**config.mk**
```make
export PLATFORM = sky130hd
export DESIGN_NAME = score_panel
export DESIGN_NICKNAME = d
export VERILOG_FILES = /design/src/rtl/score_pkg.sv /design/src/rtl/score_bcd_counter.sv /design/src/rtl/score_digit.sv /design/src/rtl/score_panel.sv
export SDC_FILE = /design/constraint.sdc
export NUM_CORES = 1
export LEC_CHECK = 0
export ABC_CLOCK_PERIOD_IN_PS = 5200
export BUFFER_PORTS_ARGS = -buffer_cell sky130_fd_sc_hd__buf_2
export CAP_MARGIN = 20
export CORE_UTILIZATION = 39
export DETAILED_ROUTE_END_ITERATION = 8
export PLACE_DENSITY = 0.58
export SETUP_SLACK_MARGIN = 0.05
export SYNTH_ARGS = -nofsm -noshare
export SYNTH_HDL_FRONTEND = slang
export SYNTH_SLANG_ARGS = --single-unit
```
**constraint.sdc**
```tcl
create_clock -name clk_25_175 -period 5.2 [get_ports clk_25_175]
set_input_delay 0.52 -clock clk_25_175 [delete_from_list [all_inputs] [get_ports clk_25_175]]
set_output_delay 0.52 -clock clk_25_175 [all_outputs]
set_load 0.02 [all_outputs]
```
**src/rtl/score_pkg.sv**
```systemverilog
// Shared constants and types for the HUD score panel (score_panel and its helpers).
package score_pkg;

    localparam int          BCD_W      = 4;
    localparam int          COORD_W    = 11;
    localparam logic [3:0]  BLANK_CODE = 4'hF;

    localparam logic [11:0] RGB_BLACK  = 12'h000;
    localparam logic [11:0] RGB_WHITE  = 12'hFFF;
    localparam logic [11:0] GLYPH_RGB  = RGB_WHITE;

    typedef enum logic {
        IDLE  = 1'b0,
        DRAIN = 1'b1
    } score_state_t;

endpackage

```
**src/rtl/score_bcd_counter.sv**
```systemverilog
// DIGITS-wide BCD incrementer with ripple carry; holds at all-9s instead of wrapping.
module score_bcd_counter
    import score_pkg::*;
#(
    parameter int DIGITS = 8
) (
    input  logic                    clk_25_175,
    input  logic                    reset,
    input  logic                    inc,
    input  logic                    clr,
    output logic [BCD_W*DIGITS-1:0] bcd,
    output logic                    all_nines
);

    logic [BCD_W*DIGITS-1:0] bcd_next;
    logic                    carry;

    // Nibble 0 is the LSD; the carry ripples toward the top nibble.
    always_comb begin
        bcd_next  = bcd;
        carry     = 1'b1;
        all_nines = 1'b1;
        for (int k = 0; k < DIGITS; k++) begin
            if (bcd[BCD_W*k +: BCD_W] != 4'd9) begin
                all_nines = 1'b0;
            end
            if (carry) begin
                if (bcd[BCD_W*k +: BCD_W] == 4'd9) begin
                    bcd_next[BCD_W*k +: BCD_W] = 4'd0;
                end else begin
                    bcd_next[BCD_W*k +: BCD_W] = bcd[BCD_W*k +: BCD_W] + 4'd1;
                    carry = 1'b0;
                end
            end
        end
    end

    always_ff @(posedge clk_25_175) begin
        if (!reset || clr) begin
            bcd <= '0;
        end else if (inc && !all_nines) begin
            bcd <= bcd_next;
        end
    end

endmodule

```
**src/rtl/score_digit.sv**
```systemverilog
// Seven-segment glyph for one score cell; cell-relative coordinates in, lit flag out.
// Value 4'hF (or any non-decimal code) renders as an empty cell.
module score_digit
    import score_pkg::*;
#(
    parameter int CELL_W = 56,
    parameter int CELL_H = 41
) (
    input  logic [COORD_W-1:0] rel_x,
    input  logic [COORD_W-1:0] rel_y,
    input  logic [3:0]         value,
    output logic               lit
);

    localparam int SEG_M = 4;
    localparam int SEG_T = 4;
    localparam int MID   = CELL_H / 2;

    localparam logic [COORD_W-1:0] XL0 = COORD_W'(SEG_M);
    localparam logic [COORD_W-1:0] XL1 = COORD_W'(SEG_M + SEG_T);
    localparam logic [COORD_W-1:0] XR0 = COORD_W'(CELL_W - SEG_M - SEG_T);
    localparam logic [COORD_W-1:0] XR1 = COORD_W'(CELL_W - SEG_M);
    localparam logic [COORD_W-1:0] YT0 = COORD_W'(SEG_M);
    localparam logic [COORD_W-1:0] YT1 = COORD_W'(SEG_M + SEG_T);
    localparam logic [COORD_W-1:0] YG0 = COORD_W'(MID - SEG_T / 2);
    localparam logic [COORD_W-1:0] YG1 = COORD_W'(MID - SEG_T / 2 + SEG_T);
    localparam logic [COORD_W-1:0] YB0 = COORD_W'(CELL_H - SEG_M - SEG_T);
    localparam logic [COORD_W-1:0] YB1 = COORD_W'(CELL_H - SEG_M);
    localparam logic [COORD_W-1:0] YMD = COORD_W'(MID);

    // seg = {a, b, c, d, e, f, g}
    logic [6:0] seg;
    logic       x_span, x_left, x_right;
    logic       y_top, y_mid, y_bot, y_upper, y_lower;

    always_comb begin
        case (value)
            4'd0:    seg = 7'b1111110;
            4'd1:    seg = 7'b0110000;
            4'd2:    seg = 7'b1101101;
            4'd3:    seg = 7'b1111001;
            4'd4:    seg = 7'b0110011;
            4'd5:    seg = 7'b1011011;
            4'd6:    seg = 7'b1011111;
            4'd7:    seg = 7'b1110000;
            4'd8:    seg = 7'b1111111;
            4'd9:    seg = 7'b1111011;
            default: seg = 7'b0000000;
        endcase

        x_span  = (rel_x >= XL0) && (rel_x < XR1);
        x_left  = (rel_x >= XL0) && (rel_x < XL1);
        x_right = (rel_x >= XR0) && (rel_x < XR1);
        y_top   = (rel_y >= YT0) && (rel_y < YT1);
        y_mid   = (rel_y >= YG0) && (rel_y < YG1);
        y_bot   = (rel_y >= YB0) && (rel_y < YB1);
        y_upper = (rel_y >= YT0) && (rel_y < YMD);
        y_lower = (rel_y >= YMD) && (rel_y < YB1);

        lit = (seg[6] && x_span  && y_top)   ||
              (seg[5] && x_right && y_upper) ||
              (seg[4] && x_right && y_lower) ||
              (seg[3] && x_span  && y_bot)   ||
              (seg[2] && x_left  && y_lower) ||
              (seg[1] && x_left  && y_upper) ||
              (seg[0] && x_span  && y_mid);
    end

endmodule

```
**src/rtl/score_panel.sv**
```systemverilog
// HUD score accumulator and renderer: pending pool drains into a BCD counter drawn as glyph cells.
// Optional high-score register is enabled by defining SCORE_HISCORE_EN.
module score_panel
    import score_pkg::*;
#(
    parameter int          DIGITS    = 8,
    parameter int          ADD_W     = 16,
    parameter int          PEND_W    = 21,
    parameter int          DRAIN_DIV = 1,
    parameter int          VERTICAL  = 1,
    parameter int          X0        = 567,
    parameter int          Y0        = 50,
    parameter int          CELL_W    = 56,
    parameter int          CELL_H    = 41,
    parameter int          PITCH     = 46,
    parameter int          BORDER    = 5,
    parameter logic [11:0] FRAME_RGB = 12'h000,
    parameter logic [11:0] OUT_RGB   = 12'hFFF
) (
    input  logic                    clk_25_175,
    input  logic                    reset,
    input  logic [9:0]              hreadwire,
    input  logic [9:0]              vreadwire,
    input  logic [ADD_W-1:0]        score_add,
    input  logic                    clear,
    output logic [11:0]             pixstream,
    output logic [BCD_W*DIGITS-1:0] score_bcd,
    output logic                    busy,
    output logic                    overflow,
`ifdef SCORE_HISCORE_EN
    output logic [BCD_W*DIGITS-1:0] hiscore_bcd,
`endif
    output logic                    state_dbg
);

    localparam int DIV_W = (DRAIN_DIV > 1) ? $clog2(DRAIN_DIV) : 1;
    localparam int SUM_W = ((PEND_W > ADD_W) ? PEND_W : ADD_W) + 1;
    localparam int SPAN  = (DIGITS - 1) * PITCH;

    localparam logic [PEND_W-1:0]  POOL_MAX = '1;
    localparam logic [DIV_W-1:0]   DIV_LAST = DIV_W'(DRAIN_DIV - 1);
    localparam logic [COORD_W-1:0] FX0 = COORD_W'((X0 > BORDER) ? X0 - BORDER : 0);
    localparam logic [COORD_W-1:0] FY0 = COORD_W'((Y0 > BORDER) ? Y0 - BORDER : 0);
    localparam logic [COORD_W-1:0] FX1 = COORD_W'(X0 + ((VERTICAL != 0) ? 0 : SPAN) + CELL_W + BORDER);
    localparam logic [COORD_W-1:0] FY1 = COORD_W'(Y0 + ((VERTICAL != 0) ? SPAN : 0) + CELL_H + BORDER);

    // score_add and clear are one-cycle strobes with no ready: the pool always accepts
    // (saturating), and clear wins over everything in the same cycle.
    score_state_t      state, state_next;
    logic [PEND_W-1:0] pool, pool_next;
    logic [DIV_W-1:0]  div;
    logic [SUM_W-1:0]  pool_sum;
    logic              tick;
    logic              all_nines;

    assign tick      = (state == DRAIN) && (div == DIV_LAST);
    assign busy      = (state == DRAIN);
    assign state_dbg = state;

    always_comb begin
        pool_sum   = SUM_W'(pool) + SUM_W'(score_add) - SUM_W'(tick);
        pool_next  = (pool_sum > SUM_W'(POOL_MAX)) ? POOL_MAX : pool_sum[PEND_W-1:0];
        state_next = (pool_next != '0) ? DRAIN : IDLE;
    end

    always_ff @(posedge clk_25_175) begin
        if (!reset || clear) begin
            state    <= IDLE;
            pool     <= '0;
            div      <= '0;
            overflow <= 1'b0;
        end else begin
            state <= state_next;
            pool  <= pool_next;
            if (tick) begin
                div <= '0;
            end else if (state == DRAIN) begin
                div <= div + DIV_W'(1);
            end
            if (tick && all_nines) begin
                overflow <= 1'b1;
            end
        end
    end

    score_bcd_counter #(
        .DIGITS (DIGITS)
    ) u_counter (
        .clk_25_175 (clk_25_175),
        .reset      (reset),
        .inc        (tick),
        .clr        (clear),
        .bcd        (score_bcd),
        .all_nines  (all_nines)
    );

`ifdef SCORE_HISCORE_EN
    // Valid BCD orders the same as binary, so a plain compare is MSD-first.
    always_ff @(posedge clk_25_175) begin
        if (!reset) begin
            hiscore_bcd <= '0;
        end else if (clear && (score_bcd > hiscore_bcd)) begin
            hiscore_bcd <= score_bcd;
        end
    end
`endif

    logic [COORD_W-1:0] hx, vy, ox, oy, rel_x, rel_y;
    logic [DIGITS-1:0]  shown;
    logic               seen, in_cell, in_frame, glyph_lit;
    logic [3:0]         cell_val;

    assign hx = {1'b0, hreadwire};
    assign vy = {1'b0, vreadwire};

    // Index k counts from the MSD, which lives in the top nibble.
    always_comb begin
        seen = 1'b0;
        for (int k = 0; k < DIGITS; k++) begin
            seen = seen || (score_bcd[BCD_W*(DIGITS-1-k) +: BCD_W] != 4'd0) || (k == DIGITS - 1);
            shown[k] = seen;
        end
    end

    always_comb begin
        in_cell  = 1'b0;
        rel_x    = '0;
        rel_y    = '0;
        ox       = '0;
        oy       = '0;
        cell_val = BLANK_CODE;
        for (int k = 0; k < DIGITS; k++) begin
            ox = COORD_W'((VERTICAL != 0) ? X0 : X0 + k * PITCH);
            oy = COORD_W'((VERTICAL != 0) ? Y0 + k * PITCH : Y0);
            if (hx >= ox && hx < ox + COORD_W'(CELL_W) &&
                vy >= oy && vy < oy + COORD_W'(CELL_H)) begin
                in_cell  = 1'b1;
                rel_x    = hx - ox;
                rel_y    = vy - oy;
                cell_val = shown[k] ? score_bcd[BCD_W*(DIGITS-1-k) +: BCD_W] : BLANK_CODE;
            end
        end
        in_frame = (hx >= FX0) && (hx < FX1) && (vy >= FY0) && (vy < FY1);
    end

    score_digit #(
        .CELL_W (CELL_W),
        .CELL_H (CELL_H)
    ) u_digit (
        .rel_x (rel_x),
        .rel_y (rel_y),
        .value (cell_val),
        .lit   (glyph_lit)
    );

    always_ff @(posedge clk_25_175) begin
        if (!reset) begin
            pixstream <= RGB_BLACK;
        end else if (in_cell) begin
            pixstream <= glyph_lit ? GLYPH_RGB : FRAME_RGB;
        end else if (in_frame) begin
            pixstream <= FRAME_RGB;
        end else begin
            pixstream <= OUT_RGB;
        end
    end

endmodule
```
---- Yosys cells after proc, flatten, opt, wreduce, memory -nomap -nowiden ----
Memory sizes are Yosys's and may differ from the RTL's.
Cells that the tools add are included.
word-level totals
  bits in read-only memories .............. 112
  memories ................................ 1
  bits in registers ....................... 68
  output and inout bits ................... 47
memories
  memory           depth  bits a word  read ports  clocked after memory_dff  wr ports  RTL line           text
  (no name shown)  16     7            1           0                         0         score_digit.sv:37  case (value)
cells by class
  equality and inequality tests ........... 16
  muxes and demuxes ....................... 73
  bitwise gates (word level) .............. 1
  order comparisons ....................... 35
  reductions and logical operators ........ 76
  add/sub/neg operators ................... 20
operator list
  kind                                                                    count
  11-bit two-way mux                                                      16
  4-bit two-way mux                                                       23
  10-bit by 9-bit < comparator with 1-bit output, second input constant   5
  1-bit logical AND                                                       45
  12-bit two-way mux                                                      3
  10-bit by 8-bit subtractor with 11-bit output, second input constant    3
  10-bit by 9-bit subtractor with 11-bit output, second input constant    3
  4-bit by 1-bit adder with 4-bit output, second input constant           8
  4-bit == test, second input constant                                    8
  4-bit inequality test, second input constant                            8
  10-bit by 8-bit >= comparator with 1-bit output, second input constant  3
  10-bit by 9-bit >= comparator with 1-bit output, second input constant  3
  10-bit by 8-bit < comparator with 1-bit output, second input constant   3
  1-bit two-way mux                                                       30
  4-bit nonzero test                                                      7
  21-bit by 16-bit adder with 22-bit output                               1
  11-bit by 3-bit >= comparator with 1-bit output, second input constant  2
  11-bit by 5-bit >= comparator with 1-bit output, second input constant  2
  11-bit by 6-bit >= comparator with 1-bit output, second input constant  2
  22-bit by 21-bit > comparator with 1-bit output, second input constant  1
  11-bit by 4-bit < comparator with 1-bit output, second input constant   2
  11-bit by 5-bit < comparator with 1-bit output, second input constant   2
  11-bit by 6-bit < comparator with 1-bit output, second input constant   2
  22-bit by 1-bit subtractor with 22-bit output                           1
  16 further kinds                                                        38

---- Longest topological paths before layout ----
Gate-level depths: netlist of run 1.
  depth after elaboration ................. 24
  depth in mapped cells ................... 23

---- By module ----
From an unflattened synthesis of run 1, not the netlist that was laid out.
second synthesis, totals
  cells, all modules ...................... 1007
  area, all modules ....................... 7114.3 um^2
modules (own cells, without submodules)
  module             times used  cells an instance  seq. area each (um^2)  area an instance (um^2)
  score_panel        1           740                500.5                  4973.5
  score_bcd_counter  1           210                640.6                  1740.4
  score_digit        1           57                 0.0                    400.4

---- Least setup slack after synthesis of run 1 ----
Ideal clock, no wire load.
  path kind ............................... input port to flip-flop
  start point ............................. input port vreadwire[1]
  end point ............................... register pixstream[10]
  stages on the path ...................... 23
  setup time .............................. 58 ps
  arrival ................................. 4347 ps
  buffers on the path ..................... 4
  setup slack ............................. 795 ps
  path through ............................ buf_2 buf_1 inv_1 ha_1 clkbuf_1 nand2b_1 o2111ai_1 a21o_1 clkbuf_1 o32ai_1 a41oi_1 a221oi_1 o22ai_1 a21oi_1 a21oi_1 mux2_2 ha_1 inv_1 mux2i_1 a211o_1 a211o_1 a211oi_1 a211o_1
between the ends
  word-level cells in the longest chain between the ends .. 23
RTL lines
  what                                                                     RTL line                              text
  from (decl)                                                              score_panel.sv:23                     input logic [9:0] vreadwire,
  10-bit by 6-bit >= comparator with 1-bit output                          score_panel.sv:136                    vy >= oy && vy < oy + COORD_W'(CELL_H)) begin
  1-bit logical AND                                                        score_panel.sv:135                    if (hx >= ox && hx < ox + COORD_W'(CELL_W) &&
  1-bit logical AND                                                        score_panel.sv:136
  11-bit two-way mux (8 in a row)                                          score_panel.sv:135
  11-bit by 3-bit >= comparator with 1-bit output (tied with other cells)  score_digit.sv:51, score_digit.sv:52
  1-bit logical AND (on tied branches)                                     score_digit.sv:51, score_digit.sv:53
  1-bit logical AND (on tied branches) (2 in a row)                        score_digit.sv:60, score_digit.sv:61
  1-bit logical OR                                                         score_digit.sv:60                     lit = (seg[6] && x_span && y_top) ||
  1-bit logical OR                                                         score_digit.sv:61                     (seg[5] && x_right && y_upper) ||
  1-bit logical OR                                                         score_digit.sv:62                     (seg[4] && x_right && y_lower) ||
  1-bit logical OR                                                         score_digit.sv:63                     (seg[3] && x_span && y_bot) ||
  1-bit logical OR                                                         score_digit.sv:64                     (seg[2] && x_left && y_lower) ||
  1-bit logical OR                                                         score_digit.sv:65                     (seg[1] && x_left && y_upper) ||
  12-bit two-way mux                                                       score_panel.sv:160                    pixstream <= glyph_lit ? GLYPH_RGB : FRAME_RGB;
  12-bit two-way mux (*)                                                   score_panel.sv:159                    end else if (in_cell) begin
  to (signal assigned)                                                     score_panel.sv:160
  to (decl)                                                                score_panel.sv:26                     output logic [11:0] pixstream,
Mark *: on every way between the ends. The rest lies on a longest branch, timed or not.
A chain may end at the register's enable or synchronous reset.

---- Worst setup path after layout of run 1 ----
  start point ............................. input port vreadwire[6]
  end point ............................... register pixstream[10]
The elaborated chain is that of the path after synthesis.

==> qor_table.md, run 1 <==
| Group | Result | This run |
|---|---|---|
| timing | Count of pins over their slew limit | 0 |
| finish | Non-filler instance count after layout | 1240 |
| logic synthesis | Number of nets in the synthesized netlist | 1056 |
| finish | Core utilization of the finished layout | 45.4% |
| logic synthesis | Top-count cell post-synth | inv_1 |
| critical path | Slowest stage cell, crit path | a22oi_1 |
| floorplan | Die outline width | 137 um |
| drt | Detailed-route vias per instance | 5.75 |
| drt | Number of nets still failing antenna checks after routing | 0 |
| power and ir drop | Maximum ir drop on the vdd rail | 0.305 mV |
| timing | Worst-margin pin slew | 0.760 ns |
| floorplan | Die area | 0.0187 mm2 |
| logic synthesis | Average instance area after synthesis | 7.43 um2 |
| timing | Setup TNS | 0 ns |
| critical path | Buffering stage count on the worst path with inverters included | 2 |
| drt | Total number of vias | 7136 |
| critical path | Crit-path max cell delay | 0.56 ns |
| drt | DRC Markers | 0 |
| clock tree | Number of sinks driven by the clock tree | 57 |
| drt | First-pass detailed-route iteration total | 5 |
| floorplan | Core Footprint | 0.0175 mm2 |
| timing | Final setup fails | 0 |
| floorplan | Effective utilization at floorplan | 40.4% |
| critical path | Arr. time, crit path | 4.74 ns |
| grt | Leftover overflow at the end of global routing | 0 |
| grt | Global-route wire length before repair | 33500 um |
| critical path | Maximum fanout along the worst path | 19 |
| critical path | Cell repeated most along the worst path | a211o_1 |
| floorplan | Row count | 48 |
| critical path | Start-to-end type of the worst setup path | input port to register |
| place | Total instance count after detailed placement | 1224 |
| grt | Vias in the first global route | 6534 |
| logic synthesis | Dominant cells by area after synthesis | dfxtp_1, ha_1, a21oi_1 |
| power and ir drop | Pwr Density | 349 mW/mm2 |
| clock tree | Number of buffers inserted to repair setup after CTS | 0 |
| timing | Setup repair after global routing missed its margin | no |
| grt | Number of antenna violations at the first check in global routing | 0 |
| place | Post-DP HPWL | 16100 um |
| clock tree | Clock slew seen by the registers of the worst setup and hold paths | 0.05 ns |
| finish | Syn-to-layout area delta | 12.2% |
| drt | Wire length after detailed routing | 21000 um |
| timing | Max Clock Skew | 0.00942 ns |
| logic synthesis | Number of distinct library cells after synthesis | 101 |
| finish | Nets@finish | 1114 |
| run status | Result of the run | completed |
| job | Number of max-cap violations | 0 |
| logic synthesis | Flip-flop and latch count after synthesis | 57 |
| critical path | Nature of the critical path endpoint | register |
| clock tree | Clock insertion delay at the later pin of the skew report | 0.33 ns |
| timing | Relative slew slack | 49.0% |
| logic synthesis | Synth Warn # | 0 |
| clock tree | Clock tree from TritonCTS | done |
| critical path | Family with the most delay on the worst path | compound AO/OA/AOI/OAI gates |
| critical path | Worst setup slack for register-to-register paths | 0.91 ns |
| logic synthesis | Primary flip-flop cell chosen by synthesis mapping | dfxtp_1 |
| logic synthesis | Post-synth ARST share | 0% |
| logic synthesis | Cell type with the largest total area after synthesis | dfxtp_1 |
| critical path | Required time of the critical path | 5.47 ns |
| timing | Highest clock rate | 0.224 GHz |
| clock tree | Number of gates given a new drive strength after cts | 0 |
| clock tree | Bufs on Longest Clock Path | 2 |
| floorplan | Die height | 137 um |
| logic synthesis | Gate count after technology mapping | 952 |
| grt | All-layer global routing usage | 22.7% |
| drt | Routed wire length per instance | 17.0 um |
| logic synthesis | Mapped cell area | 0.00707 mm2 |
| logic synthesis | Share of synthesized area occupied by flip-flops and latches | 16.1% |
| logic synthesis | Top cells by count, synth | inv_1, nor2_1, a21oi_1 |
| floorplan | I/O pin cnt | 86 |
| critical path | Worst setup SP type | input port |
| logic synthesis | Share of the synthesized area in the top cell type | 16.1% |
| grt | Largest net degree at the start of global routing | 57 |
| finish | Share of final-layout standard cells stronger than drive strength 1 | 16.7% |
| grt | Most Crowded Layer GR | met2 |
| power and ir drop | Static Leakage | 0.00338 uW |
| finish | # diodes | 0 |
| logic synthesis | Post-synth EDFFs | 0 |
| timing | Time the worst path needs with I/O delays and setup | 4.47 ns |
| grt | Met3 usage in global routing | 4.89% |
| critical path | Cell-by-cell listing of the critical path | buf_2 -> ha_1 -> nor2b_1 -> o311a_4 -> o21ai_2 -> nor2_2 -> a221oi_1 -> a22oi_1 -> inv_1 -> ha_1 -> mux2i_1 -> a211o_1 -> a211o_1 -> a211oi_1 -> a211o_1 |
| drt | Initial drt markers | 535 |
| clock tree | Depth of the CTS H-tree | 3 |
| grt | Grt met1 use | 29.1% |
| clock tree | Root buf cell | clkbuf_16 |
| clock tree | Hold buffer count at cts | 0 |
| place | PortBufs | 85 |
| timing | Share of the clock period used by the worst path | 85.9% |
| grt | GR met2 Demand/Resource | 37.6% |
| timing | Number of hold-slack violations in the final timing report | 0 |
| clock tree | Number of CTS-inserted buffers | 9 |
| hold path | Worst min path class | register to register |
| place | Routability Congestion | 0.970 |
cell type report:
| type | count | area [um2] |
|---|---|---|
| multi-input combinational | 739 | 5200 |
| inverter | 100 | 375 |
| fill | 1795 | 9540 |
| clock inverter | 5 | 125 |
| tap | 225 | 282 |
| timing repair buffer | 103 | 561 |
| clock buffer | 11 | 253 |
| sequential | 57 | 1140 |
flip-flops by register name, indices dropped and copies added, names as in the netlist:
name / count
u_counter.bcd: 32
pool: 21
overflow: 1
div: 1
pixstream: 1
busy: 1
worst paths after layout:
| check | cells past startpoint | endpoint | start |
|---|---|---|---|
| worst min register to register | 2 | overflow | overflow |
| worst max register to register | 16 | busy | busy |
| worst min-delay path | 2 | overflow | overflow |
| worst max-delay path | 15 | pixstream[10] | vreadwire[6] |
per-stage QoR:
stage / power [uW] / hold WS (ns) / cell area, um2 / setup slack (ns)
floorplan: 1720 / 0.458 / 7070 / 0.795
global placement: 2010 / 0.465 / 7560 / 0.593
detailed placement: 2000 / 0.473 / 7560 / 0.527
CTS: 2770 / 0.482 / 7930 / 0.811
global route: 3000 / 0.493 / 7930 / 0.445
finish: 2770 / 0.479 / 7930 / 0.735
logic make-up after synthesis:
logic type	share of synthesized area, %
compound gates	27.8
xor+xnor	6.32
fa+ha+maj	11.6
buf+inv	10.4
flops	16.1
mux	0.726
simple gates	27.0
layer usage:
metal	wire length, um	vias up	share of wire (%)
met5	0	-	0
met4	542	0	2.6
met3	1470	42	7.0
met2	9680	283	46
met1	9340	3254	44
li1	-	3557	-
worst register-to-register path: stages, from the launching register on:
cell      delay, ns
dfxtp_1        0.39
nor2b_1        0.28
ha_1           0.18
inv_1          0.04
ha_1           0.19
fa_1           0.41
a21o_1         0.18
a21oi_1        0.27
o21ai_0        0.19
a31o_2         0.25
o41ai_1        0.49
o21ai_0        0.23
a221oi_1       0.47
xor2_1         0.24
nand3_1        0.10
nor2_1         0.13
a41oi_1        0.12
cell usage in the layout (no fill, tap or decap), types with 5 or more instances in the layout:
| master | n |
|---|---|
| inv_1 | 99 |
| buf_2 | 85 |
| nor2_1 | 80 |
| a21oi_1 | 79 |
| ha_1 | 64 |
| dfxtp_1 | 57 |
| o21ai_0 | 51 |
| nand2_1 | 47 |
| nand3_1 | 34 |
| xnor2_1 | 33 |
| nor2b_1 | 25 |
| nor3_1 | 23 |
| nor4_1 | 18 |
| xor2_1 | 18 |
| buf_4 | 18 |
| o211ai_1 | 17 |
| and3_1 | 15 |
| nand4_1 | 13 |
| a31oi_1 | 13 |
| a211oi_1 | 10 |
| nor3b_1 | 9 |
| clkbuf_16 | 9 |
| a21o_1 | 8 |
| o31ai_1 | 7 |
| or3_1 | 7 |
| nand2b_1 | 7 |
| and2_1 | 7 |
| nor2_2 | 6 |
| or2_1 | 6 |
| o21ai_1 | 6 |
| a2111oi_0 | 6 |
| o21a_1 | 6 |
| o2111ai_1 | 5 |
power breakdown:
part	internal, uW	switching (uW)
Clock	542	216
Sequential	511	23.7
Combinational	592	882
Power figures use the tool's default switching activity.
==> run 2, diff against run 1 <==
- CELL_PAD_IN_SITES_DETAIL_PLACEMENT: unset -> 1
- CELL_PAD_IN_SITES_GLOBAL_PLACEMENT: unset -> 2
- CORE_UTILIZATION: 39 -> 35
- CTS_CLUSTER_SIZE: unset -> 10
- PLACE_DENSITY: 0.58 -> 0.84
==> qor_table.md, run 2 (synthesis results as in run 1) <==
| Group | Result | This run |
|---|---|---|
| floorplan | Effective utilization at floorplan | 36.0% |
| finish | # diodes | 0 |
| hold path | Worst min path class | register to register |
| finish | Number of filler cells placed in the layout | 2523 |
| finish | Register name with the most flops | u_counter.bcd |
| run status | Result of the run | completed |
| clock tree | Clock insertion delay at the later pin of the skew report | 0.33 ns |
| critical path | CP Capture Point | busy |
| drt | Initial drt markers | 490 |
| critical path | Depth of the worst register-to-register path | 16 |
| grt | Most Crowded Layer GR | met2 |
| finish | Most frequent cells in the layout | inv_1, buf_2, nor2_1 |
| drt | Number of nets still failing antenna checks after routing | 0 |
| drt | DRC Markers | 0 |
| clock tree | Number of gates given a new drive strength after cts | 0 |
| timing | Setup repair after global routing missed its margin | no |
| grt | Largest net degree at the start of global routing | 57 |
| power and ir drop | Post-layout power | 2650 uW |
| grt | All-layer global routing usage | 23.4% |
| timing | Number of hold-slack violations in the final timing report | 0 |
| drt | Detailed-route vias per instance | 5.73 |
| clock tree | Number of CTS-inserted buffers | 9 |
| finish | Top flop regs | u_counter.bcd (32), pool (21) |
| floorplan | I/O pin cnt | 86 |
| critical path | Cell-by-cell listing of the critical path | nor2b_1 -> ha_1 -> inv_1 -> ha_1 -> fa_1 -> a21o_1 -> a21oi_1 -> o21ai_0 -> a31o_2 -> o41ai_1 -> o21ai_0 -> a221oi_1 -> xor2_1 -> nand3_1 -> nor2_1 -> a41oi_1 |
| critical path | Levels on crit path | 16 |
| critical path | Worst setup SP type | register |
| finish | Number of flip-flops in the largest register | 32 |
| grt | Met3 usage in global routing | 3.48% |
| clock tree | Depth of the CTS H-tree | 3 |
| critical path | Family with the most delay on the worst path | compound AO/OA/AOI/OAI gates |
| clock tree | Root buf cell | clkbuf_16 |
| critical path | Arr. time, crit path | 4.58 ns |
| timing | Share of the clock period used by the worst path | 84.7% |
| critical path | Nature of the critical path endpoint | register |
| timing | Worst-margin pin slew | 0.806 ns |
| job | Number of max-cap violations | 0 |
| finish | Non-filler instance count after layout | 1282 |
| grt | Leftover overflow at the end of global routing | 0 |
| place | PortBufs | 85 |
| clock tree | Hold buffer count at cts | 0 |
| drt | First-pass detailed-route iteration total | 5 |
| critical path | Crit-path max cell delay | 0.56 ns |
| place | Post-DP HPWL | 18600 um |
| power and ir drop | Pwr Density | 335 mW/mm2 |
| critical path | Launch point of the worst path | busy |
| floorplan | Die area | 0.0208 mm2 |
| critical path | Buffering stage count on the worst path with inverters included | 1 |
| grt | Number of antenna violations at the first check in global routing | 0 |
| critical path | Slowest stage cell, crit path | o41ai_1 |
| clock tree | Clock slew seen by the registers of the worst setup and hold paths | 0.05 ns |
| timing | Final setup fails | 0 |
| drt | Total number of vias | 7342 |
| power and ir drop | Static Leakage | 0.00336 uW |
| grt | GR met2 Demand/Resource | 39.9% |
| clock tree | Number of buffers inserted to repair setup after CTS | 0 |
| timing | Max Clock Skew | 0.0109 ns |
| floorplan | Core Footprint | 0.0197 mm2 |
| clock tree | Number of sinks driven by the clock tree | 57 |
| grt | Grt met1 use | 30.2% |
| floorplan | Die outline width | 144 um |
| critical path | Required time of the critical path | 5.38 ns |
| finish | Most common cell after layout, fill and taps aside | inv_1 |
| finish | Nets@finish | 1117 |
| finish | Syn-to-layout area delta | 12.1% |
| timing | Time the worst path needs with I/O delays and setup | 4.40 ns |
| hold path | Hold depth | 1 |
| finish | Core utilization of the finished layout | 40.3% |
| clock tree | Clock tree from TritonCTS | done |
| drt | Routed wire length per instance | 18.6 um |
| timing | Count of pins over their slew limit | 0 |
| clock tree | Bufs on Longest Clock Path | 2 |
| floorplan | Die height | 144 um |
| critical path | Maximum fanout along the worst path | 4 |
| timing | Highest clock rate | 0.227 GHz |
| grt | Global-route wire length before repair | 37900 um |
| finish | Share of final-layout standard cells stronger than drive strength 1 | 16.8% |
| critical path | Worst reg2reg startpoint | busy |
| finish | Area of the multi-input gates | 0.00520 mm2 |
| place | Routability Congestion | 0.935 |
| critical path | Start-to-end type of the worst setup path | register to register |
| floorplan | Row count | 51 |
| power and ir drop | Maximum ir drop on the vdd rail | 0.178 mV |
| grt | Vias in the first global route | 7161 |
| timing | Relative slew slack | 45.9% |
| timing | Setup TNS | 0 ns |
| finish | Sequential Area | 0.00114 mm2 |
| critical path | Critical R2R Capture | busy |
| critical path | Worst setup slack for register-to-register paths | 0.80 ns |
| drt | Wire length after detailed routing | 23800 um |
| place | Total instance count after detailed placement | 1267 |
run 2: cell count changes in the layout (fill, tap and decap cells not counted), sizes merged:
| cell | change |
|---|---|
| buf | +3 |
| clkbuf | +1 |
| clkinv | +1 |
| bufinv | -3 |
run 2: metal layers:
layer	up-vias	wire length, um
met3	41	1050
li1	3558	-
met4	0	401
met2	196	11300
met5	-	0
met1	3547	11100
run 2: worst reg2reg max path: stages, from the launching register on:
cell and delay [ns]:
dfxtp_1 0.37, nor2b_1 0.27, ha_1 0.17, inv_1 0.04, ha_1 0.20, fa_1 0.41
a21o_1 0.18, a21oi_1 0.27, o21ai_0 0.20, a31o_2 0.25, o41ai_1 0.56, o21ai_0 0.24
a221oi_1 0.47, xor2_1 0.25, nand3_1 0.10, nor2_1 0.14, a41oi_1 0.13
run 2: worst min-delay path by stage:
stage,start,end
final,div,div
after global placement,div,div
after detailed placement,div,div
after global routing,div,div
after CTS,div,div
after floorplan,div,div
run 2: layout make-up:
cell class              count  share of cell area (%)
inverters                 100                    4.74
flip-flops and latches     57                    14.4
clock buffers              12                    3.24
repair buffers            106                    7.36
well taps                 265                    4.18
clock inverters             3                   0.505
multi-input cells         739                    65.6
run 2: stage by stage:
stage	hold slack, ns	setup WS (ns)	cell area (um2)
6_report	0.478	0.795	7930
3_5_place_dp	0.467	0.579	7630
3_3_place_gp	0.463	0.730	7630
4_1_cts	0.482	0.799	7930
2_1_floorplan	0.458	0.795	7070
5_1_grt	0.505	0.467	7930
run 2: power breakdown:
| group | internal, uW | switching [uW] |
|---|---|---|
| combinational | 594 | 923 |
| clock | 392 | 207 |
| sequential | 512 | 24.6 |
==> run 3, diff against run 2 <==
- ABC_AREA: unset -> 1
- ABC_CLOCK_PERIOD_IN_PS: 5200 -> 4400
- CORE_UTILIZATION: 35 -> 32
- clock period: 5.2 -> 4.4 ns (I/O delays scaled with it)
==> qor_table.md, run 3 <==
| Group | Result | This run |
|---|---|---|
| finish | Top flop regs | u_counter.bcd (32), pool (21) |
| logic synthesis | Share of the synthesized area in the top cell type | 15.3% |
| timing | Share of the clock period used by the worst path | 85.6% |
| power and ir drop | Design internal power | 1790 uW |
| logic synthesis | Average instance area after synthesis | 5.93 um2 |
| power and ir drop | Static Leakage | 0.00441 uW |
| drt | Routed wire length per instance | 15.5 um |
| floorplan | Core Footprint | 0.0228 mm2 |
| critical path | Worst setup SP type | register |
| finish | Share of final-layout standard cells stronger than drive strength 1 | 14.1% |
| power and ir drop | Sequential fraction of design power | 18.8% |
| drt | WL met3 | 993 um |
| logic synthesis | Flip-flop and latch count after synthesis | 57 |
| drt | DRC Markers | 0 |
| power and ir drop | Maximum ir drop on the vdd rail | 0.328 mV |
| timing | Setup TNS | 0 ns |
| power and ir drop | Share of power burned in the clock network | 21.7% |
| hold path | Worst min path class | input port to register |
| clock tree | Hold buffer count at cts | 0 |
| timing | Highest clock rate | 0.266 GHz |
| floorplan | Die outline width | 155 um |
| logic synthesis | Cell type with the largest total area after synthesis | dfxtp_1 |
| floorplan | Die height | 155 um |
| clock tree | Number of gates given a new drive strength after cts | 0 |
| critical path | Nature of the critical path endpoint | register |
| place | Post-DP HPWL | 20800 um |
| logic synthesis | Top-count cell post-synth | nand2_1 |
| clock tree | Clock insertion delay at the later pin of the skew report | 0.33 ns |
| timing | Count of pins over their slew limit | 0 |
| grt | Vias in the first global route | 8318 |
| drt | Number of nets still failing antenna checks after routing | 0 |
| finish | Syn-to-layout area delta | 13.2% |
| floorplan | Effective utilization at floorplan | 32.8% |
| logic synthesis | Gate count after technology mapping | 1259 |
| clock tree | Bufs on Longest Clock Path | 2 |
| timing | Number of hold-slack violations in the final timing report | 0 |
| place | PortBufs | 85 |
| logic synthesis | Post-synth ARST share | 0% |
| clock tree | Clock tree from TritonCTS | done |
| timing | Smallest hold slack | 0.348 ns |
| finish | Number of flip-flops in the largest register | 32 |
| clock tree | Depth of the CTS H-tree | 3 |
| timing | Setup repair after global routing missed its margin | no |
| clock tree | Number of CTS-inserted buffers | 9 |
| grt | Global-route wire length before repair | 41900 um |
| floorplan | Row count | 55 |
| logic synthesis | Primary flip-flop cell chosen by synthesis mapping | dfxtp_1 |
| drt | Detailed-route vias per instance | 4.95 |
| grt | Leftover overflow at the end of global routing | 0 |
| critical path | Start-to-end type of the worst setup path | register to register |
| power and ir drop | Pwr Density | 398 mW/mm2 |
| timing | Worst-margin pin slew | 0.653 ns |
| hold path | Min-delay src | reset |
| critical path | Arr. time, crit path | 4.04 ns |
| clock tree | Number of sinks driven by the clock tree | 57 |
| finish | Sequential Area | 0.00114 mm2 |
| logic synthesis | Synth Warn # | 0 |
| critical path | Maximum fanout along the worst path | 17 |
| floorplan | Die area | 0.0240 mm2 |
| timing | Time the worst path needs with I/O delays and setup | 3.76 ns |
| power and ir drop | Switching Share | 46.7% |
| timing | Final setup fails | 0 |
| place | Routability Congestion | 0.916 |
| critical path | Depth of the worst register-to-register path | 25 |
| drt | Highest Signal Layer | met4 |
| hold path | Hold depth | 3 |
| critical path | Critical R2R Capture | busy |
| critical path | Worst setup slack for register-to-register paths | 0.64 ns |
| finish | Most frequent cells in the layout | nand2_1, inv_1, nor2_1 |
| drt | Routed wire length on met2 | 12800 um |
| drt | Total number of vias | 8172 |
| clock tree | Number of buffers inserted to repair setup after CTS | 0 |
| critical path | Required time of the critical path | 4.67 ns |
| finish | Number of filler cells placed in the layout | 3098 |
| logic synthesis | Share of synthesized area occupied by flip-flops and latches | 15.3% |
| logic synthesis | Mapped cell area | 0.00747 mm2 |
| power and ir drop | Logic pwr share | 59.5% |
| power and ir drop | Net Switching | 1570 uW |
| place | Pre-CTS WS | 0.335 ns |
| logic synthesis | Post-synth EDFFs | 0 |
| drt | First-pass detailed-route iteration total | 4 |
| job | Number of max-cap violations | 0 |
| grt | All-layer global routing usage | 22.0% |
| logic synthesis | Dominant cells by area after synthesis | dfxtp_1, nand2_1, inv_1 |
| finish | Most common cell after layout, fill and taps aside | nand2_1 |
| finish | # diodes | 0 |
| finish | Nets@finish | 1437 |
| floorplan | I/O pin cnt | 86 |
| run status | Result of the run | completed |
| logic synthesis | Number of distinct library cells after synthesis | 60 |
| critical path | Worst reg2reg startpoint | busy |
| timing | Relative slew slack | 56.2% |
| finish | Register name with the most flops | u_counter.bcd |
| grt | Number of antenna violations at the first check in global routing | 0 |
| clock tree | Clock slew seen by the registers of the worst setup and hold paths | 0.06 ns |
| drt | Initial drt markers | 323 |
| grt | Largest net degree at the start of global routing | 39 |
| finish | Area of the multi-input gates | 0.00517 mm2 |
| timing | Least setup slack across all paths after layout | 0.635 ns |
| clock tree | Root buf cell | clkbuf_16 |
| drt | Wire length after detailed routing | 25600 um |
| logic synthesis | Top cells by count, synth | nand2_1, inv_1, nor2_1 |
| hold path | Capture endpoint of the worst hold path | pixstream[10] |
| timing | Max Clock Skew | 0.00897 ns |
| logic synthesis | Number of nets in the synthesized netlist | 1363 |
| drt | Total routed wire length on the met1 layer | 11200 um |
[run 3: changes by cell type in the layout (fill, tap and decap cells not counted), moves of 11 or more]
| cell | before | now |
|---|---|---|
| nand2_1 | 47 | 298 |
| and3_1 | 15 | 2 |
| o21ai_0 | 51 | 62 |
| xnor2_1 | 33 | 11 |
| nand3_1 | 34 | 85 |
| nor2_1 | 80 | 126 |
| inv_1 | 99 | 218 |
| inv_2 | 1 | 12 |
| nor2b_1 | 25 | 0 |
| nor4_1 | 18 | 5 |
| xor2_1 | 18 | 31 |
| nand4_1 | 13 | 24 |
[run 3: power groups by stage]
stage	combinational [uW]	clock [uW]	sequential [uW]
after detailed placement	2010	0	645
final	2000	733	633
after global placement	1980	0	642
after CTS	2030	759	634
after global routing	2300	778	640
after floorplan	1500	0	639
[run 3: how the worst max path moves through the flow]
stage                             from       endpoint  slack (ns)  cells after the start
final                             busy           busy        0.64                     25
after floorplan           vreadwire[3]  pixstream[10]        0.89                     28
after detailed placement  vreadwire[3]  pixstream[10]        0.33                     27
after global placement    vreadwire[3]  pixstream[10]        0.39                     27
after CTS                         busy           busy        0.55                     25
after global routing              busy           busy        0.09                     25
[run 3: cells by family after synthesis]
logic type | share of synthesized area [%]
fa+ha+maj | 11.0
xor+xnor | 4.92
buf+inv | 15.6
simple gates | 38.2
compound gates | 15.0
flops | 15.3
[run 3: per-layer routing]
metal  track usage [%]  up-vias
met1              26.4     3841
met4              6.98        0
met5                 0        -
li1                  -     4163
met3              3.11       34
met2              40.2      134
[run 3: worst max-delay path, cell delays in order, from the launching register on]
cell      delay (ns)
dfxtp_1         0.38
inv_1           0.09
nor2_1          0.12
ha_1            0.24
inv_1           0.05
ha_1            0.20
nand3_1         0.09
nand3_1         0.13
nand2_1         0.09
nand2_1         0.11
nand2_1         0.06
nand2_1         0.10
a21boi_0        0.13
o21ai_1         0.37
nand3_1         0.17
nand3_1         0.12
nand2_1         0.06
nand2_1         0.08
clkinv_1        0.43
nand2_1         0.25
nor2_1          0.08
nand4_1         0.07
nor2_1          0.09
nand4_1         0.09
nand2_1         0.05
inv_1           0.06
[run 3: area by class of cell]
type	instances	share of cell area, %
Clock buffer	14	3.24
Clock inverter	2	0.414
Inverter	237	10.6
Multi-Input combinational cell	927	61.1
Sequential cell	57	13.5
Tap cell	313	4.63
Timing Repair Buffer	101	6.45
[run 3: metrics by stage]
stage                     cells  power, uW  util (%)  area (um2)
after global routing       1651       3710      37.1        8460
after floorplan            1259       2140         -        7470
final                      1651       3370      37.1        8460
after CTS                  1651       3430      37.1        8460
after detailed placement   1635       2650      35.8        8150
after global placement     1635       2620      35.8        8150
